`config.mk`:
```
export PLATFORM = sky130hd
export DESIGN_NAME = easyaxi_rd_arb
export DESIGN_NICKNAME = d
export VERILOG_FILES = /design/src/rtl/easyaxi_rd_arb.sv
export SDC_FILE = /design/constraint.sdc
export NUM_CORES = 1
export LEC_CHECK = 0
export CORE_AREA = 3 3 109 111
export DETAILED_ROUTE_END_ITERATION = 8
export DIE_AREA = 0 0 112 114
export HOLD_SLACK_MARGIN = 0.02
export SYNTH_ARGS = -nofsm -noshare
export SYNTH_HDL_FRONTEND = slang
export SYNTH_SLANG_ARGS = --single-unit
```
`constraint.sdc`:
```
create_clock -name clk -period 9.1 [get_ports clk]
set_input_delay 1.82 -clock clk [delete_from_list [all_inputs] [get_ports clk]]
set_output_delay 1.82 -clock clk [all_outputs]
set_load 0.05 [all_outputs]
```
`src/rtl/easyaxi_rd_arb.sv`:
```
// ---------------------------------------------------------------------------
// easyaxi_rd_arb
// Shares one downstream AXI read port between two EASYAXI read masters.
//  - AR channel: round-robin arbitration between eligible masters. A request
//    that is presented but not yet accepted locks the grant until the
//    handshake. The forwarded ID carries the master index in its MSB.
//  - R channel: beats are routed back to a master by the ID tag bit, with no
//    buffering.
//  - Each master has its own outstanding-burst counter. A master that has
//    OST_MAX bursts outstanding is not eligible for a grant.
// Ports:
//  clk, rst_n                   clock, asynchronous active-low reset
//  m0_ar* / m1_ar*              upstream AR channels (valid/ready/payload)
//  m0_r*  / m1_r*               upstream R channels (routed valid, broadcast data)
//  s_ar*                        downstream AR channel, s_arid = {tag, arid}
//  s_r*                         downstream R channel, s_rid = {tag, rid}
// ---------------------------------------------------------------------------
`ifndef AXI_ID_W
`define AXI_ID_W 4
`endif
`ifndef AXI_ADDR_W
`define AXI_ADDR_W 32
`endif
`ifndef AXI_LEN_W
`define AXI_LEN_W 8
`endif
`ifndef AXI_SIZE_W
`define AXI_SIZE_W 3
`endif
`ifndef AXI_BURST_W
`define AXI_BURST_W 2
`endif
`ifndef AXI_DATA_W
`define AXI_DATA_W 32
`endif
`ifndef AXI_RESP_W
`define AXI_RESP_W 2
`endif

module easyaxi_rd_arb #(
   parameter int OST_MAX = 16
) (
   input  logic                      clk,
   input  logic                      rst_n,
   input  logic                      m0_arvalid,
   output logic                      m0_arready,
   input  logic [`AXI_ID_W-1:0]      m0_arid,
   input  logic [`AXI_ADDR_W-1:0]    m0_araddr,
   input  logic [`AXI_LEN_W-1:0]     m0_arlen,
   input  logic [`AXI_SIZE_W-1:0]    m0_arsize,
   input  logic [`AXI_BURST_W-1:0]   m0_arburst,
   input  logic                      m1_arvalid,
   output logic                      m1_arready,
   input  logic [`AXI_ID_W-1:0]      m1_arid,
   input  logic [`AXI_ADDR_W-1:0]    m1_araddr,
   input  logic [`AXI_LEN_W-1:0]     m1_arlen,
   input  logic [`AXI_SIZE_W-1:0]    m1_arsize,
   input  logic [`AXI_BURST_W-1:0]   m1_arburst,
   output logic                      m0_rvalid,
   input  logic                      m0_rready,
   output logic [`AXI_ID_W-1:0]      m0_rid,
   output logic [`AXI_DATA_W-1:0]    m0_rdata,
   output logic [`AXI_RESP_W-1:0]    m0_rresp,
   output logic                      m0_rlast,
   output logic                      m1_rvalid,
   input  logic                      m1_rready,
   output logic [`AXI_ID_W-1:0]      m1_rid,
   output logic [`AXI_DATA_W-1:0]    m1_rdata,
   output logic [`AXI_RESP_W-1:0]    m1_rresp,
   output logic                      m1_rlast,
   output logic                      s_arvalid,
   input  logic                      s_arready,
   output logic [`AXI_ID_W:0]        s_arid,
   output logic [`AXI_ADDR_W-1:0]    s_araddr,
   output logic [`AXI_LEN_W-1:0]     s_arlen,
   output logic [`AXI_SIZE_W-1:0]    s_arsize,
   output logic [`AXI_BURST_W-1:0]   s_arburst,
   input  logic                      s_rvalid,
   output logic                      s_rready,
   input  logic [`AXI_ID_W:0]        s_rid,
   input  logic [`AXI_DATA_W-1:0]    s_rdata,
   input  logic [`AXI_RESP_W-1:0]    s_rresp,
   input  logic                      s_rlast
);

   localparam int CNT_W = $clog2(OST_MAX + 1);
   localparam logic [CNT_W-1:0] CNT_MAX  = CNT_W'(OST_MAX);
   localparam logic [CNT_W-1:0] CNT_ONE  = CNT_W'(1);
   localparam logic [CNT_W-1:0] CNT_ZERO = {CNT_W{1'b0}};

   logic             lock_r;
   logic             grant_r;
   logic             prio_r;
   logic [CNT_W-1:0] ost_cnt0_r;
   logic [CNT_W-1:0] ost_cnt1_r;

   logic m0_elig_s;
   logic m1_elig_s;
   logic win_s;
   logic grant_s;
   logic ar_hs_s;
   logic r_idx_s;
   logic r_done_s;

   // Counter step: +1 on accepted AR, -1 on final beat, both cancel; never below zero.
   function automatic logic [CNT_W-1:0] cnt_next(input logic [CNT_W-1:0] cnt,
                                                 input logic inc,
                                                 input logic dec);
      logic [CNT_W-1:0] res;
      res = cnt;
      case ({inc, dec})
         2'b10:   res = cnt + CNT_ONE;
         2'b01: begin
            if (cnt != CNT_ZERO) res = cnt - CNT_ONE;
            else                 res = cnt;
         end
         default: res = cnt;
      endcase
      return res;
   endfunction

   // AR arbitration, grant selection and payload mux.
   always_comb begin
      m0_elig_s = m0_arvalid & (ost_cnt0_r != CNT_MAX);
      m1_elig_s = m1_arvalid & (ost_cnt1_r != CNT_MAX);
      win_s     = 1'b0;
      if (m0_elig_s & m1_elig_s) win_s = prio_r;
      else if (m1_elig_s)        win_s = 1'b1;
      else                       win_s = 1'b0;
      // A pending, unaccepted request keeps its grant so the payload stays stable.
      grant_s    = lock_r ? grant_r : win_s;
      s_arvalid  = lock_r | m0_elig_s | m1_elig_s;
      ar_hs_s    = s_arvalid & s_arready;
      m0_arready = ar_hs_s & (grant_s == 1'b0);
      m1_arready = ar_hs_s & (grant_s == 1'b1);
      s_arid     = {grant_s, (grant_s ? m1_arid : m0_arid)};
      s_araddr   = grant_s ? m1_araddr  : m0_araddr;
      s_arlen    = grant_s ? m1_arlen   : m0_arlen;
      s_arsize   = grant_s ? m1_arsize  : m0_arsize;
      s_arburst  = grant_s ? m1_arburst : m0_arburst;
   end

   // R routing by the ID tag bit; data fields are broadcast to both masters.
   always_comb begin
      r_idx_s   = s_rid[`AXI_ID_W];
      m0_rvalid = s_rvalid & (r_idx_s == 1'b0);
      m1_rvalid = s_rvalid & (r_idx_s == 1'b1);
      s_rready  = r_idx_s ? m1_rready : m0_rready;
      r_done_s  = s_rvalid & s_rready & s_rlast;
      m0_rid    = s_rid[`AXI_ID_W-1:0];
      m1_rid    = s_rid[`AXI_ID_W-1:0];
      m0_rdata  = s_rdata;
      m1_rdata  = s_rdata;
      m0_rresp  = s_rresp;
      m1_rresp  = s_rresp;
      m0_rlast  = s_rlast;
      m1_rlast  = s_rlast;
   end

   // Lock, round-robin priority and outstanding counters.
   always_ff @(posedge clk or negedge rst_n) begin
      if (!rst_n) begin
         lock_r     <= 1'b0;
         grant_r    <= 1'b0;
         prio_r     <= 1'b0;
         ost_cnt0_r <= CNT_ZERO;
         ost_cnt1_r <= CNT_ZERO;
      end else begin
         if (ar_hs_s) begin
            lock_r <= 1'b0;
            prio_r <= ~grant_s;
         end else if (s_arvalid) begin
            lock_r  <= 1'b1;
            grant_r <= grant_s;
         end else begin
            lock_r <= lock_r;
         end
         ost_cnt0_r <= cnt_next(ost_cnt0_r, ar_hs_s & ~grant_s, r_done_s & ~r_idx_s);
         ost_cnt1_r <= cnt_next(ost_cnt1_r, ar_hs_s &  grant_s, r_done_s &  r_idx_s);
      end
   end

endmodule

```
Word level (Yosys, flattened, before mapping)
Index checks and enable logic that the tools add are counted.
{"block": "classes", "n_addsub": 4, "n_mul": 0, "div": 0, "n_lt_le_gt_ge": 0, "eq_ne": 8, "shift": 0, "muxes": 15, "bitwise": 17, "n_reduce_logical": 8}
{"cell": "2-to-1 mux 32 bit", "n": 1}
{"cell": "one-hot mux 5 bit (2 select lines)", "n": 2}
{"cell": "bitwise AND 1 bit", "n": 12}
{"cell": "adder 5 x 1 -> 5 bit (second input constant)", "n": 2}
{"cell": "2-to-1 mux 5 bit", "n": 2}
{"cell": "!= test 5 bit (second input constant)", "n": 2}
{"cell": "nonzero test 5 bit", "n": 2}
{"cell": "subtractor 5 x 1 -> 5 bit (second input constant)", "n": 2}
{"cell": "2-to-1 mux 8 bit", "n": 1}
{"cell": "2-to-1 mux 1 bit", "n": 6}
{"cell": "AND reduction 2 bit", "n": 3}
{"cell": "nonzero test 2 bit", "n": 3}
{"cell": "equality test 2 x 1 -> 1 bit (second input constant)", "n": 2}
{"cell": "equality test 2 bit (second input constant)", "n": 2}
{"cell": "2-to-1 mux 4 bit", "n": 1}
{"cell": "!= test 2 bit (second input constant)", "n": 2}
{"cell": "2-to-1 mux 3 bit", "n": 1}
{"cell": "NOT 1 bit", "n": 3}
{"cell": "2-to-1 mux 2 bit", "n": 1}
{"cell": "bitwise OR 1 bit", "n": 2}
{"block": "word_totals", "regBits": 13, "latchBits": 0, "ram_bits": 0, "romBits": 0, "inputBits": 146, "memories": 0}

Logic depth before layout (Yosys ltp)
{"block": "depth", "depth_word": 10, "mapped_depth": 12, "ltp_nobuf": 11}

Worst setup path before layout
No wires, ideal clock.
{"block": "synth_timing", "path_kind": "input to output", "startpoint": "input port m0_arvalid", "endpoint": "output port s_araddr[0]", "arrival_time_ns": 3.004, "required_ns": 7.280, "setup_slack_ns": 4.276, "stages": 5, "n_path_buf": 2, "path_cell_list": "o211a_1 -> o31ai_2 -> buf_2 -> buf_2 -> mux2_2"}
{"block": "synth_via", "elab_chain_len": 5}
{"element": "start: declaration", "line_no": "45", "text": "input logic m0_arvalid,"}
{"element": "bitwise AND 1 bit", "line_no": "124", "text": "m0_elig_s = m0_arvalid & (ost_cnt0_r != CNT_MAX);"}
{"element": "bitwise AND 1 bit", "line_no": "127", "text": "if (m0_elig_s & m1_elig_s) win_s = prio_r;"}
{"element": "2-to-1 mux 1 bit", "line_no": "127"}
{"element": "2-to-1 mux 1 bit", "line_no": "131", "text": "grant_s = lock_r ? grant_r : win_s;"}
{"element": "2-to-1 mux 32 bit", "line_no": "137", "text": "s_araddr = grant_s ? m1_araddr : m0_araddr;"}
{"element": "end: declaration", "line_no": "74", "text": "output logic [`AXI_ADDR_W-1:0] s_araddr,"}
Every way passes these cells.

Worst setup path after layout
{"block": "layout_timing", "startpoint": "input port m1_arvalid", "endpoint": "output port s_araddr[14]"}
{"block": "layout_via", "elab_chain_len": 5}
{"element": "start: declaration", "line_no": "52", "text": "input logic m1_arvalid,"}
{"element": "bitwise AND 1 bit *", "line_no": "125", "text": "m1_elig_s = m1_arvalid & (ost_cnt1_r != CNT_MAX);"}
{"element": "2-to-1 mux 1 bit / bitwise AND 1 bit (equally long branches)", "line_no": "128, 127"}
{"element": "2-to-1 mux 1 bit *", "line_no": "127"}
{"element": "2-to-1 mux 1 bit *", "line_no": "131"}
{"element": "2-to-1 mux 32 bit *", "line_no": "137"}
Every way passes the cells marked *; elsewhere a longest branch is shown, timed or not.

==> results.md <==
- Status: completed
- Sw frac: 50.5%
- Clock Path Buffers: 2
- Seq pwr share: 18.0%
- DP Worst Slack: 2.85 ns
- PnR worst setup slack: 2.89 ns
- Worst skew pair latency: 0.24 ns
- Critical path fanouts, max: 56
- Number of max-cap violations: 0
- CP top delay family: buffers and inverters
- PD cells: 190 nW/um2
- Critical Path, Cell by Cell: clkdlybuf4s50_1 -> o21ai_2 -> o31ai_4 -> buf_4 -> mux2_2 -> clkdlybuf4s50_1
- Nets: 470
- Routability Congestion: 0.823
- Hold depth: 1
- Post-Synthesis Cells: 237
- FF-to-FF setup slack: 5.34 ns
- Via density: 4.17
- PortBufs: 165
- Crit path depth: 6
- Worst hold path class: reg -> reg
- Commonest non-fill, non-tap cell in the layout: clkdlybuf4s50_1
- Area grow syn2layout: 58.9%
- Placed cell count: 456
- CP Capture Type: output pin
- ANT nets after route: 0
- Vias in the first global route: 2049
- Antenna violations before repair: 0
- WL/cell: 17.4 um
- Fin crit share: 68.2%
- Comb power frac: 73.9%
- Fin. max-slew vios: 0
- RR Endpoint: ost_cnt1_r[4]$_DFFE_PN0P_
- Min-delay src: ost_cnt1_r[3]$_DFFE_PN0P_
- Psw: 326 uW
- WS Path Type: in -> out
- CP peak stage delay: 0.75 ns
- Synth Area per Inst: 9.00 um2
- F_max: 0.161 GHz
- Cell internal pwr: 319 uW
- Post-CTS setup buffers: 0
- Share of cells above drive strength 1: 19.4%
- CORE AREA: 10900 um2
- H-tree lvl count: 1
- RSZ-0062 raised after global routing: no
- TNS Setup: 0 ns
- Register area share after synthesis: 15.2%
- # diodes: 0
- WL final: 8000 um
- Die extent in x: 112 um
- Clock network fraction of total power: 8.1%
- Fraction of registers with async set or reset after synthesis: 100%
- CTS root buf: clkbuf_8
- Slew HR: 54.5%
- Global-route wire length before repair: 11700 um
- Worst VDD drop: 0.0853 mV
- Post-CTS Hold Buffers: 0
- Worst Tran Pin Value: 0.683 ns
- Drt drc: 0
- Design Power: 645 uW
- CP dominant cell by count: clkdlybuf4s50_1
- Placement Rows: 38
- YS warnings: 0
- Pleak: 1.29 nW
- Buffers & Inverters on Critical Path: 3
- Crit path DAT: 4.39 ns
- Setup violators final: 0
- R2R depth: 11
- Hold-critical path endpoint: ost_cnt1_r[3]$_DFFE_PN0P_
- # IOs: 280
- Final hold violation count: 0
- Post-DP HPWL: 7120 um
- PostCTS Resize Cnt: 0
- Inserted Clock Buffers: 3
- Grt ovf: 0
- Synth cell types: 44
- Number of synthesized flops with an enable pin: 0
- Initial Utilization: 19.6%
- Vias post-DR: 1920
- DRT iter0 DRCs: 36
- Post-Synthesis Net Count: 386
- Critical Path Source Type: primary input
- Number of synthesized register bits: 13
- Clock skew: 0.00500 ns
- Tot GR Track Use: 11.5%
- Mapped Area: 2130 um2
- Die span in y: 114 um
- Final Non-Filler Cells: 460
- Largest net degree at the start of global routing: 57
- Clock transition at path regs: 0.06 ns
- Clock sink count: 13
- Most used DFF post-synth: dfrtp_1
- CTS tree: built
- Worst Path Required: 7.28 ns
- Min cycle time layout: 6.21 ns
- Die ar.: 12800 um2
- Origin of the critical flop-to-flop path: ost_cnt0_r[1]$_DFFE_PN0P_
- CP max-delay cell: clkdlybuf4s50_1
- Most frequent cells in the layout: clkdlybuf4s50_1 (165), mux2_2 (50), dfrtp_1 (13)
- 1st-pass router iterations: 4
## layer usage
metal / vias up / share of wire, % / GRT usage [%]
met2: 139 / 51 / 20.4
met1: 863 / 36 / 12.5
met5: - / 0 / 0
li1: 916 / - / -
met4: 0 / 0.71 / 1.12
met3: 2 / 13 / 6.42
## cells in the mapped netlist (2+ instances only)
cell | number | area [um2]
buf_4 | 79 | 593
nand3_1 | 3 | 15.0
nand2_1 | 8 | 30.0
nor3_1 | 2 | 10.0
and2_1 | 3 | 18.8
a31oi_1 | 2 | 12.5
buf_2 | 6 | 30.0
nor2_1 | 6 | 22.5
ha_1 | 3 | 37.5
nor2b_1 | 2 | 12.5
mux2_2 | 50 | 563
a21oi_1 | 4 | 20.0
clkbuf_1 | 2 | 7.51
inv_1 | 7 | 26.3
o21ai_0 | 5 | 25.0
a211o_1 | 2 | 17.5
xor2_1 | 7 | 61.3
or4_1 | 2 | 15.0
o211a_1 | 2 | 20.0
dfrtp_1 | 13 | 325
nand4_1 | 4 | 25.0
or3_1 | 2 | 12.5
o21ai_1 | 2 | 10.0
## sequential cells by signal, indices dropped and copies added (netlist names)
| name | count |
|---|---|
| prio_r | 1 |
| ost_cnt0_r | 5 |
| grant_r | 1 |
| lock_r | 1 |
| ost_cnt1_r | 5 |
## final cells by class
class	count	area [um2]
clock buffer	4	45.0
fill	1129	7500
inverter	7	26.3
multi-input combinational	130	1160
sequential	13	325
tap	140	175
timing repair buffer	166	1660
## worst max path at each step
stage	start	endpoint	slack [ns]
2_1_floorplan	m0_arvalid	s_araddr[0]	4.28
3_3_place_gp	m1_arvalid	s_araddr[20]	2.85
3_5_place_dp	m1_arvalid	s_araddr[20]	2.85
4_1_cts	m1_arvalid	s_araddr[20]	2.85
5_1_grt	m1_arvalid	s_araddr[20]	2.79
6_report	m1_arvalid	s_araddr[14]	2.89
## power groups by stage
stage / registers (mW) / logic [mW] / clock network (mW)
final: 0.116 / 0.477 / 0.0525
after global placement: 0.115 / 0.478 / 0
after floorplan: 0.108 / 0.412 / 0
after detailed placement: 0.116 / 0.482 / 0
after global routing: 0.121 / 0.506 / 0.0563
after CTS: 0.115 / 0.483 / 0.0538
## metrics by stage
| step | utilization, % | area, um2 | hold WS (ns) |
|---|---|---|---|
| after floorplan | - | 2130 | 0.472 |
| after global placement | 30.7 | 3350 | 0.502 |
| after detailed placement | 30.7 | 3350 | 0.506 |
| after CTS | 31.1 | 3390 | 0.517 |
| after global routing | 31.1 | 3390 | 0.566 |
| final | 31.1 | 3390 | 0.519 |
## kinds of logic after synthesis
group | synth area share [%]
simple gates | 9.56
buf+inv | 30.8
xor+xnor | 3.28
flops | 15.2
compound gates | 11.3
mux | 28.1
fa+ha+maj | 1.76
(Power assumes the default switching activity.)
